==> src/rtl/seg7_value_port.sv <==
// seg7_value_port: CPU-writable shadow register that feeds the two seven-segment
// scan drivers. The shadow is copied to the display outputs only on frame_sync,
// so a scan never shows a half-updated value. COUNT mode auto-increments the
// shadow on a prescaled tick.
module seg7_value_port #(
  parameter int          TICK_DIV    = 100000,
  parameter logic [31:0] RESET_VALUE = 32'h1234ABCD
) (
  input  logic        clk,
  input  logic        rst,
  input  logic        wr_valid,
  output logic        wr_ready,
  input  logic [1:0]  wr_addr,
  input  logic [31:0] wr_data,
  input  logic [3:0]  wr_be,
  input  logic        frame_sync,
  output logic [15:0] disp_hi,
  output logic [15:0] disp_lo,
  output logic [7:0]  dp_mask,
  output logic        committed
);

  typedef enum logic [1:0] {
    MODE_MANUAL   = 2'b00,
    MODE_COUNT    = 2'b01,
    MODE_HOLD     = 2'b10,
    MODE_HOLD_ALT = 2'b11
  } mode_e;

  localparam logic [1:0] ADDR_VALUE  = 2'd0;
  localparam logic [1:0] ADDR_CTRL   = 2'd1;
  localparam logic [1:0] ADDR_DPMASK = 2'd2;

  localparam int            CW        = (TICK_DIV > 2) ? $clog2(TICK_DIV) : 1;
  localparam logic [CW-1:0] TICK_LAST = CW'(TICK_DIV - 1);

  // Replace only the byte lanes whose enable is set.
  function automatic logic [31:0] merge_bytes(input logic [31:0] old_val,
                                              input logic [31:0] new_val,
                                              input logic [3:0]  be);
    logic [31:0] res;
    res = old_val;
    for (int i = 0; i < 4; i++) begin
      if (be[i]) res[8*i +: 8] = new_val[8*i +: 8];
    end
    return res;
  endfunction

  mode_e         mode;
  logic [31:0]   shadow;
  logic [31:0]   disp;
  logic          wr_pend;
  logic [CW-1:0] tick_cnt;

  logic accept;
  logic value_wr;
  logic tick;
  logic do_commit;

  // Decode of this cycle's write, tick and commit conditions.
  always_comb begin
    accept    = wr_valid && !wr_pend;
    value_wr  = accept && (wr_addr == ADDR_VALUE);
    tick      = (mode == MODE_COUNT) && (tick_cnt == TICK_LAST);
    // HOLD and its alias both have bit 1 set.
    do_commit = frame_sync && !mode[1];
  end

  // Prescaler for COUNT mode; parked at zero in every other mode.
  always_ff @(posedge clk) begin
    if (rst || mode != MODE_COUNT || tick) tick_cnt <= '0;
    else                                   tick_cnt <= tick_cnt + CW'(1);
  end

  // Shadow register: an accepted VALUE write takes priority over a tick.
  always_ff @(posedge clk) begin
    if (rst)           shadow <= RESET_VALUE;
    else if (value_wr) shadow <= merge_bytes(shadow, wr_data, wr_be);
    else if (tick)     shadow <= shadow + 32'd1;
  end

  // Control registers: mode and decimal-point mask take effect immediately.
  always_ff @(posedge clk) begin
    if (rst) begin
      mode    <= MODE_MANUAL;
      dp_mask <= 8'h00;
    end else if (accept && wr_be[0]) begin
      if (wr_addr == ADDR_CTRL)   mode    <= mode_e'(wr_data[1:0]);
      if (wr_addr == ADDR_DPMASK) dp_mask <= wr_data[7:0];
    end
  end

  // Pending flag throttles the CPU to one VALUE write per frame; set beats clear.
  always_ff @(posedge clk) begin
    if (rst)             wr_pend <= 1'b0;
    else if (value_wr)   wr_pend <= 1'b1;
    else if (frame_sync) wr_pend <= 1'b0;
  end

  // Frame-synchronised commit; uses the pre-write shadow on a coincident write.
  always_ff @(posedge clk) begin
    if (rst) begin
      disp      <= RESET_VALUE;
      committed <= 1'b0;
    end else begin
      committed <= do_commit;
      if (do_commit) disp <= shadow;
    end
  end

  assign wr_ready = ~wr_pend;
  assign disp_hi  = disp[31:16];
  assign disp_lo  = disp[15:0];

endmodule

==> config.mk <==
export PLATFORM = sky130hd
export DESIGN_NAME = seg7_value_port
export DESIGN_NICKNAME = d
export VERILOG_FILES = /design/src/rtl/seg7_value_port.sv
export SDC_FILE = /design/constraint.sdc
export NUM_CORES = 1
export LEC_CHECK = 0
export CAP_MARGIN = 10
export CORE_MARGIN = 5
export CORE_UTILIZATION = 35
export CTS_BUF_LIST = sky130_fd_sc_hd__clkbuf_4 sky130_fd_sc_hd__clkbuf_8 sky130_fd_sc_hd__clkbuf_16
export CTS_CLUSTER_SIZE = 28
export DETAILED_ROUTE_END_ITERATION = 10
export RECOVER_POWER = 100
export SETUP_SLACK_MARGIN = 0.4
export SLEW_MARGIN = 20
export SYNTH_ARGS = -nofsm -noshare
export SYNTH_HDL_FRONTEND = slang
export SYNTH_SLANG_ARGS = --single-unit
==> constraint.sdc <==
create_clock -name clk -period 2.2 [get_ports clk]
set_input_delay 0.33 -clock clk [delete_from_list [all_inputs] [get_ports clk]]
set_output_delay 0.33 -clock clk [all_outputs]
set_load 0.01 [all_outputs]
==> out/results.ini, run 1 <==
[synth]
synth_edf_count=0
synth.most_common_cell=nand2_1
ys_async_sr_fraction=0
synthFlopType=dfxtp_1
synth_common_cells=nand2_1 (97), dfxtp_1 (93), nor2_1 (54)
synth.top_cell.area_share=0.4233
synth_top_area_cell=dfxtp_1
synth_mux_area_frac=0.02276
syn-instance-count=554
syn_avg_cell_area_um2=7.939
ys_ff_latch=93
yosysWarningCount=0
synthTopCellsByArea=dfxtp_1 (42%), nand2_1 (8.3%), a21oi_1 (5.5%)
synth_xor_xnor_area_share=0.02987
netlist_area_um2=4398
synth_seq_area_share=0.4233
synth_fp_nets=598
yosys.area_share.adder=0.005690
synth_compound_area_frac=0.1878
synthSimpleGateAreaFrac=0.2950
synth_top_family_by_area=simple AND/OR/NAND/NOR gates
ys_types=63

[cts]
clock_latency_ns=0.34
htreeDepth=3
cts_root_buf=clkbuf_16
cts_sinks=93
clkTransAtPathRegs_ns=0.07
ctsHoldBuffers=0
numCtsBuffers=9
cts_tree=done
clock_path_buffers=2

[place]
dp.final_hpwl_um=10050
io_buffer_count=83
dp_slack_ns=-0.1470
gp_congestion=0.9218

[global_routing]
grt_max_degree=55
antenna_found_initial=0
grt_pass1_vias=4337
grtUsageTotal=0.1845
overflow=0
grt_pass1_wl_um=21980

[finish]
drive_gt1_frac=0.1901
nets=723
diodes=0
n_fill_cell=1215
multi_input_area_um2=2555
finish.utilization=0.5108
final-seq-area_um2=1884
areaGrowthSynthToFinish_pct=44.78

[sta]
hold_viol=0
skew_ns=0.008005
fin_setup_tns_ns=0
rsz0062_at_grt=yes
relSlewSlack=0.5083
worstMarginPinSlew_ns=0.7375
setup_slack_ns=0.2484
slew_violations=0
post-route-min-period_ns=1.952
max_freq_mhz=512.4
setup_viol=0
fin_crit_sh=0.8871

[routing]
first_pass_iters=5
drc=0
drtIter0Drc=329
vias_per_cell=5.348
routedWlPerCell_um=16.14
wl_um=13820
ant_nets=0
dr_total_vias=4578

[power]
internal_power_uw=3165
combPwrFrac=0.093
power_density_nw_per_um2=635.7
clkPwrFrac=0.474
seqPwrFrac=0.433
total_leakage_power_uw=0.002361
p_total_uw=4047
netSwitchingPower_uw=882.8
vdd_ir_drop_max_mv=0.2829
swShare=0.2181

[run_status]
status=completed

[min_path]
whs_path_depth=3
hold_end=disp[25]
holdCritPathClass=input pin to flop
worstHoldStart=rst

[critical_path]
worstSetupEndpointType=flop
critPathMaxFanout=7
critical_path_class=flop to flop
worst_ep_required_time_ns=2.45
r2r_slack_ns=0.25
startpoint_type=flop
reg2reg_to=shadow[14]
reg2reg_from=shadow[0]
worst-r2r-cell-count=6
cp.arrival_ns=2.20

[floorplanning]
die_area_um2=14910
coreArea_um2=12470
fp-row-count=41
die_y_um=122.1
pin_count=84
die_w_um=122.1
start_util=0.3528

[run]
maxCapViolations=0

[worst max-delay path by stage]
stage | from | to
floorplan | tick_cnt[0] | shadow[19]
global placement | wr_addr[1] | shadow[3]
detailed placement | wr_valid | shadow[30]
CTS | wr_pend | shadow[30]
global route | shadow[0] | shadow[14]
finish | shadow[0] | shadow[14]
[power groups by stage]
stage                     combinational, uW  clock [uW]  sequential, uW
after floorplan                         154           0            1800
after global placement                  366           0            1790
after detailed placement                369           0            1790
after CTS                               381        1950            1750
after global routing                    410        2020            1760
final                                   376        1920            1750
[critical path: stages (launching register included)]
cell and delay, ns:
dfxtp_4 0.37, ha_4 0.15, nand3_4 0.11, or4_1 0.63, nor3_1 0.30, a21oi_2 0.06, o32ai_2 0.24
[layout make-up]
type / count / share of cell area
clock buffer: 10 / 0.03753
clock inverter: 6 / 0.02103
inverter: 9 / 0.005306
multi-input combinational: 422 / 0.4013
sequential: 93 / 0.2959
tap: 172 / 0.03380
timing repair buffer: 144 / 0.2051
[routing by layer]
layer  share of wire  global-route usage  vias up
met5               0                   0        -
met4           0.022             0.07488        0
met3           0.060             0.02971       24
met2            0.45              0.2849      162
met1            0.47              0.2572     2148
li1                -                   -     2244
[layout by cell type, fill, tap and decap left out, drive strengths merged, types with 10 or more instances in the layout]
master         count
clkdlybuf4s50     35
nor3              18
nor2              54
o21ai             30
nand4             13
xor2              11
clkbuf            18
dfxtp             93
buf               54
dlygate4sd3       44
nand2             97
a21oi             48
mux2i             10
nand3             32
[timing repair]
action                     CTS  global route
hold endpoints to repair     0             0
setup endpoints to repair   32            30
pin swaps                   12            13
resized for setup           42            29
setup buffers                9             9
[metrics by stage]
stage | cells | instance area, um2 | hold slack, ns
4_1_cts | 847 | 6274 | 0.4333
6_report | 856 | 6367 | 0.4164
5_1_grt | 856 | 6367 | 0.4737
3_3_place_gp | 822 | 5683 | 0.4438
2_1_floorplan | 554 | 4424 | 0.4325
3_5_place_dp | 822 | 5683 | 0.4475
[state kept, by name, summed over array words and instances, names as in the netlist]
register   flops
committed      1
disp          32
dp_mask        8
mode           2
shadow        32
tick_cnt      17
wr_pend        1
[kinds of logic after synthesis]
family / Yosys count
buf+inv: 39
mux: 10
simple gates: 262
fa+ha+maj: 2
compound gates: 133
xor+xnor: 15
flops: 93
Note: power is estimated with default switching activity, not from simulation.
==> run 2, diff against run 1 <==
Settings changed: HOLD_SLACK_MARGIN set to 0.12.
==> results of run 2 <==
No change in the layout: final DEF, timing and power equal those of run 1.
